**config.mk**
```make
export PLATFORM = sky130hd
export DESIGN_NAME = c1_sb_xbar_2m2s
export DESIGN_NICKNAME = d
export VERILOG_FILES = /design/src/rtl/c1_sb_pkg.sv /design/src/rtl/c1_sb_xbar_2m2s_slave_port.sv /design/src/rtl/c1_sb_xbar_2m2s.sv
export SDC_FILE = /design/constraint.sdc
export NUM_CORES = 1
export LEC_CHECK = 0
export ABC_AREA = 1
export CORE_AREA = 2 2 219 221
export DETAILED_ROUTE_END_ITERATION = 7
export DIE_AREA = 0 0 221 223
export HOLD_SLACK_MARGIN = 0.02
export SYNTH_ARGS = -nofsm -noshare
export SYNTH_HDL_FRONTEND = slang
export SYNTH_HIERARCHICAL = 1
export SYNTH_SLANG_ARGS = --single-unit
export TNS_END_PERCENT = 50
```
**constraint.sdc**
```tcl
create_clock -name clk -period 2.8 [get_ports clk]
set_input_delay 0.84 -clock clk [delete_from_list [all_inputs] [get_ports clk]]
set_output_delay 0.84 -clock clk [all_outputs]
set_load 0.01 [all_outputs]
```
**src/rtl/c1_sb_pkg.sv**
```systemverilog
// rtl/c1_sb_pkg.sv - shared types and constants for the c1 system-bus crossbar
// Contents: master ids, per-channel owner state encoding, default slave 1 region,
// and small helpers for address decode and owner encoding.
package c1_sb_pkg;

  localparam logic M_IFU = 1'b0;
  localparam logic M_LSU = 1'b1;

  localparam logic [31:0] S1_BASE_DEF = 32'h1000_0000;
  localparam logic [31:0] S1_MASK_DEF = 32'hF000_0000;

  typedef enum logic [1:0] {
    OWN_IDLE    = 2'd0,
    OWN_BUSY_M0 = 2'd1,
    OWN_BUSY_M1 = 2'd2
  } own_state_t;

  function automatic logic hit_s1(input logic [31:0] addr,
                                  input logic [31:0] base,
                                  input logic [31:0] mask);
    return (addr & mask) == base;
  endfunction

  function automatic own_state_t own_busy(input logic id);
    return (id == M_LSU) ? OWN_BUSY_M1 : OWN_BUSY_M0;
  endfunction

endpackage

```
**src/rtl/c1_sb_xbar_2m2s_slave_port.sv**
```systemverilog
// rtl/c1_sb_xbar_2m2s_slave_port.sv - arbiter, owner tracking and response demux for one slave
// Ports:
//   clk, rst_n                 clock, async active-low reset
//   ar_req_m*/araddr_m*        decoded read requests from each master, arready_m* back
//   rvalid_m*/rdata_m*         read data routed to the owning master, rready_m* in
//   w_req_m*/waddr_m*/...      decoded write requests from each master, wready_m* back
//   bvalid_m*/bresp_m*         write response routed to the owning master, bready_m* in
//   *_s                        the slave's own read/write/response channels
module c1_sb_slave_port
  import c1_sb_pkg::*;
(
  input  logic        clk,
  input  logic        rst_n,
  // read address from masters (already decoded to this slave)
  input  logic        ar_req_m0,
  input  logic        ar_req_m1,
  input  logic [31:0] araddr_m0,
  input  logic [31:0] araddr_m1,
  output logic        arready_m0,
  output logic        arready_m1,
  // read data to masters
  output logic        rvalid_m0,
  output logic        rvalid_m1,
  output logic [31:0] rdata_m0,
  output logic [31:0] rdata_m1,
  input  logic        rready_m0,
  input  logic        rready_m1,
  // write from masters (already decoded to this slave)
  input  logic        w_req_m0,
  input  logic        w_req_m1,
  input  logic [31:0] waddr_m0,
  input  logic [31:0] waddr_m1,
  input  logic [31:0] wdata_m0,
  input  logic [31:0] wdata_m1,
  input  logic [3:0]  wstrb_m0,
  input  logic [3:0]  wstrb_m1,
  output logic        wready_m0,
  output logic        wready_m1,
  // write response to masters
  output logic        bvalid_m0,
  output logic        bvalid_m1,
  output logic        bresp_m0,
  output logic        bresp_m1,
  input  logic        bready_m0,
  input  logic        bready_m1,
  // slave side
  output logic        arvalid_s,
  input  logic        arready_s,
  output logic [31:0] araddr_s,
  input  logic        rvalid_s,
  output logic        rready_s,
  input  logic [31:0] rdata_s,
  output logic        wvalid_s,
  input  logic        wready_s,
  output logic [31:0] waddr_s,
  output logic [31:0] wdata_s,
  output logic [3:0]  wstrb_s,
  input  logic        bvalid_s,
  output logic        bready_s,
  input  logic        bresp_s
);

  own_state_t rd_own;
  own_state_t wr_own;

  logic rd_free;
  logic wr_free;
  logic ar_hs;
  logic w_hs;
  logic r_hs;
  logic b_hs;

  // ---------------- read channel ----------------

  // With no owner the slave's ready is held high so a stale beat is drained.
  always_comb begin
    rready_s = 1'b1;
    case (rd_own)
      OWN_BUSY_M0: rready_s = rready_m0;
      OWN_BUSY_M1: rready_s = rready_m1;
      default:     rready_s = 1'b1;
    endcase
  end

  // A response retiring this cycle frees the slave for a same-cycle reissue.
  assign rd_free   = (rd_own == OWN_IDLE) || (rvalid_s && rready_s);
  assign arvalid_s = rd_free && (ar_req_m0 || ar_req_m1);
  // Payload follows the fixed-priority winner; zero when nobody requests.
  assign araddr_s  = ar_req_m1 ? araddr_m1 : (ar_req_m0 ? araddr_m0 : 32'd0);

  assign arready_m1 = ar_req_m1 && rd_free && arready_s;
  assign arready_m0 = ar_req_m0 && !ar_req_m1 && rd_free && arready_s;

  assign ar_hs = arvalid_s && arready_s;
  assign r_hs  = rvalid_s && rready_s && (rd_own != OWN_IDLE);

  assign rvalid_m0 = rvalid_s && (rd_own == OWN_BUSY_M0);
  assign rvalid_m1 = rvalid_s && (rd_own == OWN_BUSY_M1);
  assign rdata_m0  = rvalid_m0 ? rdata_s : 32'd0;
  assign rdata_m1  = rvalid_m1 ? rdata_s : 32'd0;

  always_ff @(posedge clk or negedge rst_n) begin
    if (!rst_n) begin
      rd_own <= OWN_IDLE;
    end else if (ar_hs) begin
      rd_own <= own_busy(ar_req_m1 ? M_LSU : M_IFU);
    end else if (r_hs) begin
      rd_own <= OWN_IDLE;
    end
  end

  // ---------------- write channel ----------------

  always_comb begin
    bready_s = 1'b1;
    case (wr_own)
      OWN_BUSY_M0: bready_s = bready_m0;
      OWN_BUSY_M1: bready_s = bready_m1;
      default:     bready_s = 1'b1;
    endcase
  end

  assign wr_free  = (wr_own == OWN_IDLE) || (bvalid_s && bready_s);
  assign wvalid_s = wr_free && (w_req_m0 || w_req_m1);
  assign waddr_s  = w_req_m1 ? waddr_m1 : (w_req_m0 ? waddr_m0 : 32'd0);
  assign wdata_s  = w_req_m1 ? wdata_m1 : (w_req_m0 ? wdata_m0 : 32'd0);
  assign wstrb_s  = w_req_m1 ? wstrb_m1 : (w_req_m0 ? wstrb_m0 : 4'd0);

  assign wready_m1 = w_req_m1 && wr_free && wready_s;
  assign wready_m0 = w_req_m0 && !w_req_m1 && wr_free && wready_s;

  assign w_hs = wvalid_s && wready_s;
  assign b_hs = bvalid_s && bready_s && (wr_own != OWN_IDLE);

  assign bvalid_m0 = bvalid_s && (wr_own == OWN_BUSY_M0);
  assign bvalid_m1 = bvalid_s && (wr_own == OWN_BUSY_M1);
  assign bresp_m0  = bvalid_m0 && bresp_s;
  assign bresp_m1  = bvalid_m1 && bresp_s;

  always_ff @(posedge clk or negedge rst_n) begin
    if (!rst_n) begin
      wr_own <= OWN_IDLE;
    end else if (w_hs) begin
      wr_own <= own_busy(w_req_m1 ? M_LSU : M_IFU);
    end else if (b_hs) begin
      wr_own <= OWN_IDLE;
    end
  end

endmodule

```
**src/rtl/c1_sb_xbar_2m2s.sv**
```systemverilog
// rtl/c1_sb_xbar_2m2s.sv - two-master two-slave system-bus crossbar, no register stage
// Ports:
//   clk, rst_n       clock, async active-low reset
//   sb_*_m0          master 0 (instruction fetch) read, read-data, write, write-response
//   sb_*_m1          master 1 (load/store), same channels
//   sb_*_s0          slave 0 (main RAM), mirrored channels
//   sb_*_s1          slave 1 (peripheral region selected by S1_BASE/S1_MASK)
module c1_sb_xbar_2m2s
  import c1_sb_pkg::*;
#(
  parameter logic [31:0] S1_BASE = S1_BASE_DEF,
  parameter logic [31:0] S1_MASK = S1_MASK_DEF
) (
  input  logic        clk,
  input  logic        rst_n,
  // master 0
  input  logic        sb_arvalid_m0,
  output logic        sb_arready_m0,
  input  logic [31:0] sb_araddr_m0,
  output logic        sb_rvalid_m0,
  input  logic        sb_rready_m0,
  output logic [31:0] sb_rdata_m0,
  input  logic        sb_wvalid_m0,
  output logic        sb_wready_m0,
  input  logic [31:0] sb_waddr_m0,
  input  logic [31:0] sb_wdata_m0,
  input  logic [3:0]  sb_wstrb_m0,
  output logic        sb_bvalid_m0,
  input  logic        sb_bready_m0,
  output logic        sb_bresp_m0,
  // master 1
  input  logic        sb_arvalid_m1,
  output logic        sb_arready_m1,
  input  logic [31:0] sb_araddr_m1,
  output logic        sb_rvalid_m1,
  input  logic        sb_rready_m1,
  output logic [31:0] sb_rdata_m1,
  input  logic        sb_wvalid_m1,
  output logic        sb_wready_m1,
  input  logic [31:0] sb_waddr_m1,
  input  logic [31:0] sb_wdata_m1,
  input  logic [3:0]  sb_wstrb_m1,
  output logic        sb_bvalid_m1,
  input  logic        sb_bready_m1,
  output logic        sb_bresp_m1,
  // slave 0
  output logic        sb_arvalid_s0,
  input  logic        sb_arready_s0,
  output logic [31:0] sb_araddr_s0,
  input  logic        sb_rvalid_s0,
  output logic        sb_rready_s0,
  input  logic [31:0] sb_rdata_s0,
  output logic        sb_wvalid_s0,
  input  logic        sb_wready_s0,
  output logic [31:0] sb_waddr_s0,
  output logic [31:0] sb_wdata_s0,
  output logic [3:0]  sb_wstrb_s0,
  input  logic        sb_bvalid_s0,
  output logic        sb_bready_s0,
  input  logic        sb_bresp_s0,
  // slave 1
  output logic        sb_arvalid_s1,
  input  logic        sb_arready_s1,
  output logic [31:0] sb_araddr_s1,
  input  logic        sb_rvalid_s1,
  output logic        sb_rready_s1,
  input  logic [31:0] sb_rdata_s1,
  output logic        sb_wvalid_s1,
  input  logic        sb_wready_s1,
  output logic [31:0] sb_waddr_s1,
  output logic [31:0] sb_wdata_s1,
  output logic [3:0]  sb_wstrb_s1,
  input  logic        sb_bvalid_s1,
  output logic        sb_bready_s1,
  input  logic        sb_bresp_s1
);

  // Address decode: slave 1 on region match, slave 0 otherwise.
  logic ar_hit1_m0, ar_hit1_m1, w_hit1_m0, w_hit1_m1;

  assign ar_hit1_m0 = hit_s1(sb_araddr_m0, S1_BASE, S1_MASK);
  assign ar_hit1_m1 = hit_s1(sb_araddr_m1, S1_BASE, S1_MASK);
  assign w_hit1_m0  = hit_s1(sb_waddr_m0,  S1_BASE, S1_MASK);
  assign w_hit1_m1  = hit_s1(sb_waddr_m1,  S1_BASE, S1_MASK);

  // Per-slave-port master-facing results, OR-combined below.
  logic        s0_arready_m0, s0_arready_m1, s1_arready_m0, s1_arready_m1;
  logic        s0_rvalid_m0,  s0_rvalid_m1,  s1_rvalid_m0,  s1_rvalid_m1;
  logic [31:0] s0_rdata_m0,   s0_rdata_m1,   s1_rdata_m0,   s1_rdata_m1;
  logic        s0_wready_m0,  s0_wready_m1,  s1_wready_m0,  s1_wready_m1;
  logic        s0_bvalid_m0,  s0_bvalid_m1,  s1_bvalid_m0,  s1_bvalid_m1;
  logic        s0_bresp_m0,   s0_bresp_m1,   s1_bresp_m0,   s1_bresp_m1;

  c1_sb_slave_port u_s0 (
    .clk        (clk),
    .rst_n      (rst_n),
    .ar_req_m0  (sb_arvalid_m0 && !ar_hit1_m0),
    .ar_req_m1  (sb_arvalid_m1 && !ar_hit1_m1),
    .araddr_m0  (sb_araddr_m0),
    .araddr_m1  (sb_araddr_m1),
    .arready_m0 (s0_arready_m0),
    .arready_m1 (s0_arready_m1),
    .rvalid_m0  (s0_rvalid_m0),
    .rvalid_m1  (s0_rvalid_m1),
    .rdata_m0   (s0_rdata_m0),
    .rdata_m1   (s0_rdata_m1),
    .rready_m0  (sb_rready_m0),
    .rready_m1  (sb_rready_m1),
    .w_req_m0   (sb_wvalid_m0 && !w_hit1_m0),
    .w_req_m1   (sb_wvalid_m1 && !w_hit1_m1),
    .waddr_m0   (sb_waddr_m0),
    .waddr_m1   (sb_waddr_m1),
    .wdata_m0   (sb_wdata_m0),
    .wdata_m1   (sb_wdata_m1),
    .wstrb_m0   (sb_wstrb_m0),
    .wstrb_m1   (sb_wstrb_m1),
    .wready_m0  (s0_wready_m0),
    .wready_m1  (s0_wready_m1),
    .bvalid_m0  (s0_bvalid_m0),
    .bvalid_m1  (s0_bvalid_m1),
    .bresp_m0   (s0_bresp_m0),
    .bresp_m1   (s0_bresp_m1),
    .bready_m0  (sb_bready_m0),
    .bready_m1  (sb_bready_m1),
    .arvalid_s  (sb_arvalid_s0),
    .arready_s  (sb_arready_s0),
    .araddr_s   (sb_araddr_s0),
    .rvalid_s   (sb_rvalid_s0),
    .rready_s   (sb_rready_s0),
    .rdata_s    (sb_rdata_s0),
    .wvalid_s   (sb_wvalid_s0),
    .wready_s   (sb_wready_s0),
    .waddr_s    (sb_waddr_s0),
    .wdata_s    (sb_wdata_s0),
    .wstrb_s    (sb_wstrb_s0),
    .bvalid_s   (sb_bvalid_s0),
    .bready_s   (sb_bready_s0),
    .bresp_s    (sb_bresp_s0)
  );

  c1_sb_slave_port u_s1 (
    .clk        (clk),
    .rst_n      (rst_n),
    .ar_req_m0  (sb_arvalid_m0 && ar_hit1_m0),
    .ar_req_m1  (sb_arvalid_m1 && ar_hit1_m1),
    .araddr_m0  (sb_araddr_m0),
    .araddr_m1  (sb_araddr_m1),
    .arready_m0 (s1_arready_m0),
    .arready_m1 (s1_arready_m1),
    .rvalid_m0  (s1_rvalid_m0),
    .rvalid_m1  (s1_rvalid_m1),
    .rdata_m0   (s1_rdata_m0),
    .rdata_m1   (s1_rdata_m1),
    .rready_m0  (sb_rready_m0),
    .rready_m1  (sb_rready_m1),
    .w_req_m0   (sb_wvalid_m0 && w_hit1_m0),
    .w_req_m1   (sb_wvalid_m1 && w_hit1_m1),
    .waddr_m0   (sb_waddr_m0),
    .waddr_m1   (sb_waddr_m1),
    .wdata_m0   (sb_wdata_m0),
    .wdata_m1   (sb_wdata_m1),
    .wstrb_m0   (sb_wstrb_m0),
    .wstrb_m1   (sb_wstrb_m1),
    .wready_m0  (s1_wready_m0),
    .wready_m1  (s1_wready_m1),
    .bvalid_m0  (s1_bvalid_m0),
    .bvalid_m1  (s1_bvalid_m1),
    .bresp_m0   (s1_bresp_m0),
    .bresp_m1   (s1_bresp_m1),
    .bready_m0  (sb_bready_m0),
    .bready_m1  (sb_bready_m1),
    .arvalid_s  (sb_arvalid_s1),
    .arready_s  (sb_arready_s1),
    .araddr_s   (sb_araddr_s1),
    .rvalid_s   (sb_rvalid_s1),
    .rready_s   (sb_rready_s1),
    .rdata_s    (sb_rdata_s1),
    .wvalid_s   (sb_wvalid_s1),
    .wready_s   (sb_wready_s1),
    .waddr_s    (sb_waddr_s1),
    .wdata_s    (sb_wdata_s1),
    .wstrb_s    (sb_wstrb_s1),
    .bvalid_s   (sb_bvalid_s1),
    .bready_s   (sb_bready_s1),
    .bresp_s    (sb_bresp_s1)
  );

  // Each master has at most one read and one write in flight, so at most one
  // slave port drives a non-zero value toward it and a plain OR suffices.
  assign sb_arready_m0 = s0_arready_m0 | s1_arready_m0;
  assign sb_arready_m1 = s0_arready_m1 | s1_arready_m1;
  assign sb_rvalid_m0  = s0_rvalid_m0  | s1_rvalid_m0;
  assign sb_rvalid_m1  = s0_rvalid_m1  | s1_rvalid_m1;
  assign sb_rdata_m0   = s0_rdata_m0   | s1_rdata_m0;
  assign sb_rdata_m1   = s0_rdata_m1   | s1_rdata_m1;
  assign sb_wready_m0  = s0_wready_m0  | s1_wready_m0;
  assign sb_wready_m1  = s0_wready_m1  | s1_wready_m1;
  assign sb_bvalid_m0  = s0_bvalid_m0  | s1_bvalid_m0;
  assign sb_bvalid_m1  = s0_bvalid_m1  | s1_bvalid_m1;
  assign sb_bresp_m0   = s0_bresp_m0   | s1_bresp_m0;
  assign sb_bresp_m1   = s0_bresp_m1   | s1_bresp_m1;

endmodule

```
==> results of run 1 <==
-- sequential cells by signal (all words and copies together) (netlist names) --
name	count
u_s0/rd_own	2
u_s0/wr_own	2
u_s1/rd_own	2
u_s1/wr_own	2
-- power groups by stage --
| stage | logic (mW) | registers (mW) | clock network [mW] |
|---|---|---|---|
| 2_1_floorplan | 1.11 | 0.187 | 0 |
| 3_3_place_gp | 2.92 | 0.194 | 0 |
| 3_5_place_dp | 2.93 | 0.198 | 0 |
| 4_1_cts | 3.03 | 0.197 | 0.244 |
| 5_1_grt | 3.42 | 0.203 | 0.247 |
| 6_report | 3.18 | 0.194 | 0.239 |
-- synthesized netlist by cell type --
cell type                  count
sky130_fd_sc_hd__a21oi_1       4
sky130_fd_sc_hd__nand2_1      56
sky130_fd_sc_hd__nor2_1      136
sky130_fd_sc_hd__o21ai_0       4
sky130_fd_sc_hd__dfrtp_1       8
sky130_fd_sc_hd__clkbuf_1     28
sky130_fd_sc_hd__inv_1       104
sky130_fd_sc_hd__a22o_1      200
sky130_fd_sc_hd__or2_2        74
sky130_fd_sc_hd__o21a_1        4
sky130_fd_sc_hd__ha_1         12
sky130_fd_sc_hd__nand3_1      12
sky130_fd_sc_hd__nor2_2        8
sky130_fd_sc_hd__buf_2        22
sky130_fd_sc_hd__inv_2         6
sky130_fd_sc_hd__buf_6         6
-- per-layer routing --
metal	wire, µm	up-vias
met1	14600	3750
met3	2370	55
met2	19300	459
met4	1060	0
li1	-	3781
met5	0	-
-- cells by family after synthesis --
kind of cell               count (synthesis)
DFF                                        8
adders and majority gates                 12
AOI/OAI and AO/OA                        212
and+or+nand+nor                          286
buffers and inverters                    166
-- final cells by class --
class / instances / share of cell area
Sequential cell: 8 / 0.0161
Antenna cell: 1 / 0.000202
Inverter: 110 / 0.0351
Clock buffer: 3 / 0.00605
Multi-Input combinational cell: 510 / 0.287
Timing Repair inverter: 1 / 0.000908
Timing Repair Buffer: 760 / 0.592
Tap cell: 615 / 0.0620
-- worst min-delay path by stage --
stage | end | depth (start not counted) | slack (ns) | from
after floorplan | u_s0/rd_own[1] | 2 | 0.47 | u_s0/rd_own[1]
after global placement | u_s1/rd_own[1] | 2 | 0.49 | u_s1/rd_own[1]
after detailed placement | u_s0/rd_own[1] | 2 | 0.50 | u_s0/rd_own[1]
after CTS | u_s0/rd_own[1] | 2 | 0.51 | u_s0/rd_own[1]
after global routing | u_s1/rd_own[1] | 2 | 0.53 | u_s1/rd_own[1]
final | u_s1/rd_own[1] | 2 | 0.50 | u_s1/rd_own[1]
-- stage by stage --
stage | util | hold slack, ns
finish | 0.263 | 0.502
global placement | 0.239 | 0.485
global route | 0.263 | 0.530
floorplan | - | 0.467
detailed placement | 0.239 | 0.499
CTS | 0.263 | 0.508
-- worst register-to-register path, cell delays in order, from the launching register on --
cell and delay [ns]:
sky130_fd_sc_hd__dfrtp_1 0.39, sky130_fd_sc_hd__inv_1 0.09, sky130_fd_sc_hd__ha_1 0.22, sky130_fd_sc_hd__nand2_1 0.10, sky130_fd_sc_hd__nand3_2 0.10, sky130_fd_sc_hd__nand2_2 0.07, sky130_fd_sc_hd__nand2_4 0.09, sky130_fd_sc_hd__nand3_2 0.07
sky130_fd_sc_hd__buf_4 0.14, sky130_fd_sc_hd__buf_4 0.12, sky130_fd_sc_hd__nand2_1 0.05
-- what timing repair did --
item,CTS,global route
resized for setup,988,262
buffers inserted,59,15
gates cloned,30,6
pin swaps,44,47
setup endpoints to repair,282,280
==> results.ini, run 1 <==
[status]
outcome = finished, violations left
violations = negative setup slack

[setup_path]
max_fanout_on_critical_path = 5
timing.critical_path.cells = buf_8, inv_4, nor2_4, buf_6, a21oi_4, buf_6, buf_6, buf_12, buf_12, buf_16, buf_12, a22o_1, buf_2
crit_path_start = sb_waddr_m1[28]
critical_path.endpoint_type = output pin
worstReg2RegEnd = u_s0/rd_own[0]
reg2reg_slack_ns = 1.32
timing.reg2reg.worst_path_depth = 10
cp_slowest_stage_delay_ns = 0.20
cp_slowest_cell = sky130_fd_sc_hd__a22o_1
path_class = in -> out
worst_ep_required_time_ns = 1.96
timing.critical_path.from_type = input pin
timing.critical_path.depth = 13
worst_r2r_startpoint = u_s0/rd_own[0]
critical_path.top_delay_family = buffers and inverters
sum_of_buffers_and_inverters_on_the_critical_path = 10
cp.arrival_ns = 2.32
crit_end = sb_waddr_s0[17]

[power]
power_density_nw_per_um2 = 291
ir_drop_uv = 255
switchingPower_mw = 1.53
power_report.internal_total_mw = 2.08
power.switching_fraction = 0.425
pwr-share-clk = 0.066
power.combinational.fraction = 0.880
p_total_mw = 3.61
seqPwrFrac = 0.054
leakage_power_total_nw = 6.63

[placement]
detailedPlacementHpwl_um = 26600
gp_congestion = 0.878
port_buffers = 565
place_worst_setup_slack_ns = -1.02
postPlaceCellArea_um2 = 11300
post-place-cells = 1903

[min_path]
hp-class = reg -> reg

[synthesis]
synth_top_family_by_area = compound AO/OA/AOI/OAI gates
synth-adder-area-share = 0.0361
yosys.area_share.xor_xnor = 0
synth.mux.area_fraction = 0
syn_nets = 980
ys_warn_count = 6
postSynthCellCount = 684
synth-compound-area-share = 0.438
synth_area_um2 = 4160
yosys-top-cells-area = sky130_fd_sc_hd__a22o_1, sky130_fd_sc_hd__nor2_1, sky130_fd_sc_hd__or2_2
post_synth.cell_area_avg_um2 = 6.08
yosys.area_share.simple = 0.311
post-synth-top-area-fraction = 0.421
synth_seq_area_share = 0.0481
yosys.area.top_type = sky130_fd_sc_hd__a22o_1
ys_ff_latch = 8
synth_cell_types = 16

[clock_network]
cts_tree = done
cts-buffers-inserted = 3
post_cts_hold_fix_bufs = 0
clk_transition_reported_paths_ns = 0.04
tritoncts_num_sinks = 8
clock_path_buffers = 2
clock_h_tree_levels = 1
insertion_delay_ns = 0.23
cts_root_buffer = sky130_fd_sc_hd__clkbuf_16

[run]
drv.max_cap_violation_count = 0

[sta]
post-route-min-period_ns = 3.16
hold_viol_final = 0
final.setup.tns_ns = -34.10
transition_at_the_pin_with_the_smallest_max_transition_slack_ns = 0.431
setup_repair_after_global_routing_missed_its_margin = yes
timing.final.ws_setup_ns = -0.359
finalMaxSlewViolations = 0
finalSetupViolCount = 188
fin_worst_skew_ns = 0.000204
fmax_mhz = 317
max_slew_margin = 0.709
min_period_over_period = 1.13

[grt]
grt_overflow = 0
use_met3 = 0.0246
grt_use_met1 = 0.159
global_route_wire_length_before_repair_um = 51700
grtUsageMet2 = 0.251
globalRoute.busiestLayer = met2
global_route_usage_over_all_layers = 0.136
grt_antenna_before_repair = 1
vias_in_the_first_global_route = 8276
grt_start_max_net_pins = 34

[floorplanning]
die_width_um = 221
io_pins = 566
start_util = 0.0883
coreArea_um2 = 47100
fp-row-count = 80
die-height_um = 223
die-area_um2 = 49300

[finish]
filler_cell_count = 5134
area.sequential_um2 = 200
layout.nets = 1690
fin_area_um2 = 12400
synthToLayoutAreaGrowth_pct = 198
layout-drive-gt1-share = 0.430
final_instance_count_without_filler_cells = 2008
mostFrequentLayoutCell = sky130_fd_sc_hd__clkdlybuf4s50_1
multiInputGateArea_um2 = 3570
layout.cells.most_common_list = sky130_fd_sc_hd__clkdlybuf4s50_1, sky130_fd_sc_hd__a22o_1, sky130_fd_sc_hd__buf_2

[drt]
wirelength_um = 37400
detail_route.drc_violations = 0
detailedRoute.firstIterationViolations = 321
wl_per_cell_um = 18.6
via_count = 8045
route.detailed.vias_per_inst = 4.01
drt_pass1_iterations = 5
ant_nets = 0

Note: power is estimated with default switching activity, not from simulation.
==> run 2: changes to the inputs <==
--- a/config.mk
+++ b/config.mk
@@ -5,10 +5,10 @@
 export SDC_FILE = /design/constraint.sdc
 export NUM_CORES = 1
 export LEC_CHECK = 0
-export ABC_AREA = 1
-export CORE_AREA = 2 2 219 221
+export ABC_AREA = 0
+export CORE_AREA = 2 2 222 224
 export DETAILED_ROUTE_END_ITERATION = 7
-export DIE_AREA = 0 0 221 223
+export DIE_AREA = 0 0 224 226
 export HOLD_SLACK_MARGIN = 0.02
 export SYNTH_ARGS = -nofsm -noshare
 export SYNTH_HDL_FRONTEND = slang
==> constraint.sdc (replaced) <==
create_clock -name clk -period 2.8 [get_ports clk]
set_input_delay 0.84 -clock clk [delete_from_list [all_inputs] [get_ports clk]]
set_output_delay 0.84 -clock clk [all_outputs]
set_load 0.1 [all_outputs]
==> run 2 against run 1 <==
  * The flow still finishes with violations (negative setup slack)
  * Clock power rose by 7%
  * Critical path depth decreased by 3
  * Cell area up 37%
  * Synthesized area up 7.2%
  * Sequential share of layout area is 0.44 points lower
  * First-iteration DRC count fell by 23%
  * Sequential cell count is the same
  * Count of clock-buffer cells in the layout unchanged
  * Combinational power rose to 2.8 times the previous value
  * Non-clock buffer count shrank 77
  * Clock skew barely moved
  * Critical endpoint is now sb_waddr_s0[3]
  * Largest cell class unchanged
==> results.ini, run 2 <==
[setup_path]
timing.critical_path.from_type = input pin
worstReg2RegEnd = u_s0/rd_own[0]
cp.arrival_ns = 2.59
critical_path.endpoint_type = output pin
worst_r2r_startpoint = u_s0/rd_own[0]
reg2reg_slack_ns = 1.20
path_class = in -> out
max_fanout_on_critical_path = 7
crit_end = sb_waddr_s0[3]
worst_ep_required_time_ns = 1.96
timing.reg2reg.worst_path_depth = 7
crit_path_start = sb_waddr_m0[31]

[status]
violations = negative setup slack
outcome = finished, violations left

[power]
switchingPower_mw = 5.61
p_total_mw = 9.42
power_density_nw_per_um2 = 554
power_report.internal_total_mw = 3.81
seqPwrFrac = 0.021
power.combinational.fraction = 0.951
leakage_power_total_nw = 7.87
power.switching_fraction = 0.596
ir_drop_uv = 378
pwr-share-clk = 0.027

[synthesis]
synthFlopType = sky130_fd_sc_hd__dfrtp_1
yosys.area.top_type = sky130_fd_sc_hd__a22o_1
syn_nets = 912
post-synth-top-area-fraction = 0.393
postSynthCellCount = 616
synth_seq_area_share = 0.0449
yosys-top-cells-area = sky130_fd_sc_hd__a22o_1, sky130_fd_sc_hd__and3_1, sky130_fd_sc_hd__or2_2
synth_cell_types = 25
ys_warn_count = 6
yosys-top-cells-count = sky130_fd_sc_hd__a22o_1, sky130_fd_sc_hd__and3_1, sky130_fd_sc_hd__or2_2, sky130_fd_sc_hd__buf_2, sky130_fd_sc_hd__clkbuf_1
synthMostInstantiatedCell = sky130_fd_sc_hd__a22o_1
synth-edff-count = 0
ys_ff_latch = 8
synth_area_um2 = 4460
post_synth.cell_area_avg_um2 = 7.24
synth-async-reset-ratio = 1.00

[drt]
ant_nets = 0
via_count = 7984
wirelength_um = 40800
wl_per_cell_um = 22.0
drt_pass1_iterations = 4
route.detailed.vias_per_inst = 4.30
detailedRoute.firstIterationViolations = 248
detail_route.drc_violations = 0

[finish]
layout.nets = 1527
area.sequential_um2 = 200
layout.cells.most_common_list = sky130_fd_sc_hd__buf_12, sky130_fd_sc_hd__clkdlybuf4s50_1, sky130_fd_sc_hd__a22o_4
mostFrequentLayoutCell = sky130_fd_sc_hd__buf_12
layout-drive-gt1-share = 0.608
filler_cell_count = 4660
fin_area_um2 = 17000
multiInputGateArea_um2 = 5900
synthToLayoutAreaGrowth_pct = 281
final_core_util = 0.352
final_instance_count_without_filler_cells = 1857

[grt]
global_route_usage_over_all_layers = 0.148
grt_start_max_net_pins = 74
global_route_wire_length_before_repair_um = 55900
vias_in_the_first_global_route = 8472
grt_antenna_before_repair = 12
grt_overflow = 0

[clock_network]
post_cts_hold_fix_bufs = 0
clock_h_tree_levels = 1
clock_path_buffers = 2
insertion_delay_ns = 0.24
cts_tree = done
tritoncts_num_sinks = 8
clk_transition_reported_paths_ns = 0.04
cts_root_buffer = sky130_fd_sc_hd__clkbuf_16
cts-buffers-inserted = 3

[floorplanning]
coreArea_um2 = 48300
die-area_um2 = 50600
start_util = 0.0923
io_pins = 566
die-height_um = 226
fp-row-count = 81
die_width_um = 224

[run]
drv.max_cap_violation_count = 0

[sta]
fmax_mhz = 292
transition_at_the_pin_with_the_smallest_max_transition_slack_ns = 0.603
finalMaxSlewViolations = 0
max_slew_margin = 0.597
final.hold.worst_slack_ns = 0.616
setup_repair_after_global_routing_missed_its_margin = yes
hold_viol_final = 0
final.setup.tns_ns = -95.03
finalSetupViolCount = 209
fin_worst_skew_ns = 0.000134
post-route-min-period_ns = 3.43
min_period_over_period = 1.23
timing.final.ws_setup_ns = -0.630

[placement]
postPlaceCellArea_um2 = 15200
port_buffers = 565
post-place-cells = 1806
gp_congestion = 0.856
detailedPlacementHpwl_um = 31900
place_worst_setup_slack_ns = -1.33

[min_path]
hp-class = reg -> reg

[run 2: worst min-delay path by stage]
| stage | start | end | slack [ns] | cells after the start |
|---|---|---|---|---|
| 2_1_floorplan | rst_n | u_s0/rd_own[0] | 0.54 | 0 |
| 3_3_place_gp | u_s1/rd_own[0] | u_s1/rd_own[0] | 0.59 | 2 |
| 3_5_place_dp | u_s0/wr_own[0] | u_s0/wr_own[0] | 0.62 | 2 |
| 4_1_cts | u_s1/wr_own[0] | u_s1/wr_own[0] | 0.62 | 2 |
| 5_1_grt | u_s0/wr_own[0] | u_s0/wr_own[0] | 0.70 | 2 |
| 6_report | u_s1/wr_own[0] | u_s1/wr_own[0] | 0.62 | 2 |
[run 2: cells by family (layout without fill, tap and decap cells)]
| group | after synthesis | count (layout) | synth area share |
|---|---|---|---|
| AOI/OAI and AO/OA | 236 | 236 | 0.449 |
| adders and majority gates | 12 | 12 | 0.0337 |
| and+or+nand+nor | 278 | 279 | 0.380 |
| buffers and inverters | 82 | 694 | 0.0931 |
| other | 0 | 6 | 0 |
| DFF | 8 | 8 | 0.0449 |
[run 2: cell type report]
class                   count  area share
well taps                 622      0.0458
clock buffers               3     0.00441
repair buffers            683       0.589
flip-flops and latches      8      0.0118
multi-input cells         527       0.347
inverters                   8     0.00177
diodes                      6    0.000883
[run 2: what timing repair did]
item / 4_1_cts / 5_1_grt
endpoints found under the hold margin: 0 / 0
setup buffers: 30 / 3
pin swaps: 25 / 24
setup endpoints to repair: 281 / 263
gates resized for setup: 218 / 102
cloned: 14 / 3
[run 2: routing by layer]
layer | up-vias | GRT usage | wire length (µm)
met2 | 436 | 0.272 | 21500
met1 | 3818 | 0.148 | 13700
met4 | 6 | 0.0759 | 1910
li1 | 3646 | - | -
met3 | 78 | 0.0491 | 3620
met5 | - | 0 | 40
[run 2: critical path, stage by stage]
cell                        delay (ns)
sky130_fd_sc_hd__buf_8            0.10
sky130_fd_sc_hd__nor4b_4          0.41
sky130_fd_sc_hd__buf_4            0.20
sky130_fd_sc_hd__buf_6            0.09
sky130_fd_sc_hd__nor2b_4          0.03
sky130_fd_sc_hd__nor2b_4          0.15
sky130_fd_sc_hd__buf_12           0.16
sky130_fd_sc_hd__clkbuf_16        0.18
sky130_fd_sc_hd__a22o_4           0.24
sky130_fd_sc_hd__buf_12           0.16
[run 2: power by group through the flow]
stage                     logic (mW)  clock network (mW)  registers [mW]
after CTS                       8.85               0.277           0.201
after global placement          8.56                   0           0.198
after global routing            9.26               0.279           0.209
after floorplan                 5.19                   0           0.194
final                           8.96               0.256           0.201
after detailed placement        8.62                   0           0.202
==> run 3: changes to the inputs <==
--- a/config.mk
+++ b/config.mk
@@ -10,6 +10,7 @@
 export DETAILED_ROUTE_END_ITERATION = 7
 export DIE_AREA = 0 0 224 226
 export HOLD_SLACK_MARGIN = 0.02
+export SLEW_MARGIN = 20
 export SYNTH_ARGS = -nofsm -noshare
 export SYNTH_HDL_FRONTEND = slang
 export SYNTH_HIERARCHICAL = 1
==> results of run 3 <==
Final layout, timing and power as in run 2 (identical DEF).
==> RTL change (settings of run 1) <==
Reset style: synchronous (`rst_n`), changed in 2 clocked blocks. Comments in the files are not updated.
--- a/src/rtl/c1_sb_xbar_2m2s_slave_port.sv
+++ b/src/rtl/c1_sb_xbar_2m2s_slave_port.sv
@@ -101,3 +101,3 @@
 
-  always_ff @(posedge clk or negedge rst_n) begin
+  always_ff @(posedge clk) begin
     if (!rst_n) begin
@@ -139,3 +139,3 @@
 
-  always_ff @(posedge clk or negedge rst_n) begin
+  always_ff @(posedge clk) begin
     if (!rst_n) begin
Function: differs if rst_n is asserted again (counterexample within 4 cycles, from zero or initial values and one cycle with rst_n low); with rst_n held inactive, the same outputs for 4 cycles.
==> RTL change against run 1 <==
  * Global-route usage grew 0.96 points
  * Count of clock-buffer cells in the layout unchanged
  * Die area unchanged
  * Synthesized area shrank 0.36%
  * Sequential cell count stayed put
  * Worst setup slack improved by 0.15 ns
  * Wire length is 7.1% higher
  * Cell area shrank 1.9%
  * The run still ends with negative setup slack left
Power is not compared: it rests on default switching activity, and its combinational part moved more than twofold at a synthesized area within 25%.
==> RTL change: results (changes against run 1) <==
Status
  – Status: finished with violations (unchanged)
  – Violated checks: negative setup slack (unchanged)

Worst setup path
  – Flop2flop setup slack: 1.22 ns (was 1.32 ns)
  – CP max FO: 10 (was 5)
  – Worst setup path start: sb_waddr_m0[28] (was sb_waddr_m1[28])
  – Reg2Reg Depth: 9 (was 10)
  – Reg2reg start: u_s0/rd_own[0] (unchanged)

Global route
  – GRT Overall Usage: 14.6% (was 13.6%)
  – Vias in the first global route: 8205 (was 8276)
  – Largest net degree at the start of global routing: 38 (was 34)
  – First-pass GRT wire length: 53500 um (was 51700 um)
  – Initial antenna violation count: 22 (was 1)

Logic synthesis
  – Register area share after synthesis: 3.86% (was 4.81%)
  – Async set-reset flop share out of synthesis: 0% (was 100%)
  – Top post-synthesis cells by count: a22o_1 (200), nor2_1 (136), inv_1 (108) (was a22o_1 (200), nor2_1 (136), inv_1 (104))
  – Ys flop type: dfxtp_1 (was dfrtp_1)
  – Post-synthesis cell count: 686 (was 684)
  – Distinct cells, synth: 17 (was 16)
  – Area contributors post-synth: a22o_1 (42%), nor2_1 (12%), or2_2 (11%) (unchanged)
  – Syn Nets: 982 (was 980)

Hold path
  – Hold Crit Start: u_s1/wr_own[1] (was u_s1/rd_own[1])
  – Worst hold path cell count: 2 (unchanged)

Finish
  – Share of layout cells above drive strength 1: 40.6% (was 43.0%)
  – Post-layout nets: 1665 (was 1690)
  – FILL cells: 5222 (was 5134)

Placed design
  – RePlAce Congestion: 0.942 (was 0.878)
  – Placed Area: 11200 um^2 (was 11300 um^2)
  – Placed cell count: 1896 (was 1903)
  – Placed wire-length estimate: 30800 um (was 26600 um)

Timing
  – Skew final: 0.0000576 ns (was 0.000204 ns)
  – Relative slew margins: 78.7% (was 70.9%)
  – Setup-failing EPs final: 184 (was 188)
  – Worst Slack Setup Final: -0.210 ns (was -0.359 ns)
  – WHS: 0.479 ns (was 0.502 ns)

Detailed routing
  – Mean number of vias per cell: 4.08 (was 4.01)
  – Drt first pass iters: 4 (was 5)
  – Post-Route WL: 40000 um (was 37400 um)
  – DR vias: 8098 (was 8045)
  – Initial detailed-routing violation count: 314 (was 321)

Clock tree
  – Cts bufs inserted: 3 (unchanged)
  – Clock root cell: clkbuf_16 (unchanged)
  – Worst-Skew Late Latency: 0.23 ns (about the same)
RTL change: final timing paths:
| check | to |
|---|---|
| setup / recovery | sb_wdata_s0[2] |
| hold / removal | u_s1/wr_own[1] |
| hold reg to reg | u_s1/wr_own[1] |
| setup reg to reg | u_s0/rd_own[0] |
RTL change: layer usage:
metal  vias to the layer above  global-route usage [%]  part of all wire [%]
met5                         -                       0                  0.41
met4                        22                    5.98                   4.6
met3                        98                    4.61                   8.0
met2                       468                    29.3                    54
met1                      3782                    13.3                    33
li1                       3728                       -                     -
RTL change: worst max-delay path, stage by stage:
cell and delay [ns]:
buf_6 0.10, inv_4 0.05, nor2_4 0.03, buf_4 0.13, a21oi_4 0.17, nand2_4 0.08, inv_8 0.12, buf_12 0.15
buf_12 0.13, a22o_1 0.11, clkdlybuf4s15_2 0.23
RTL change: cell type report:
type                       count  area [um^2]  share of cell area, %
antenna                        4         10.0                 0.0822
sequential                     8          160                   1.32
inverter                     112          463                   3.80
clock buffer                   3         75.1                  0.616
tap                          615          769                   6.32
timing repair buffer         734         7120                   58.5
multi-input combinational    510         3580                   29.4
RTL change: per-stage QoR:
stage                     setup TNS [ns]  power (mW)  setup slack (ns)  util, %
after global placement           -237.69        1.56             -1.12     23.7
after global routing              -30.40        2.03            -0.258     25.8
final                             -19.30        1.92            -0.210     25.8
after detailed placement         -239.04        1.58             -1.12     23.7
after floorplan                        0       0.554            0.0605        -
after CTS                         -37.38        1.89            -0.284     25.0
RTL change: logic make-up (layout without fill, tap and decap cells):
group | Yosys count | after routing | share of synthesized area [%]
DFF | 8 | 8 | 3.86
buffers and inverters | 168 | 849 | 17.1
other | 0 | 4 | 0
AOI/OAI and AO/OA | 220 | 220 | 44.9
and+or+nand+nor | 278 | 278 | 30.5
adders and majority gates | 12 | 12 | 3.62
RTL change: power by group through the flow:
| stage | Clock, mW | Combinational, mW | Sequential [mW] |
|---|---|---|---|
| floorplan | 0 | 0.431 | 0.123 |
| global placement | 0 | 1.44 | 0.124 |
| detailed placement | 0 | 1.45 | 0.124 |
| CTS | 0.257 | 1.51 | 0.122 |
| global route | 0.265 | 1.64 | 0.122 |
| finish | 0.246 | 1.55 | 0.122 |
RTL change: what timing repair did:
action | in CTS | in global routing
gates resized for setup | 1039 | 220
setup buffers | 48 | 12
endpoints found under the setup margin | 282 | 280
hold buffers | 0 | 0
cloned | 20 | 13
pin swaps | 48 | 49
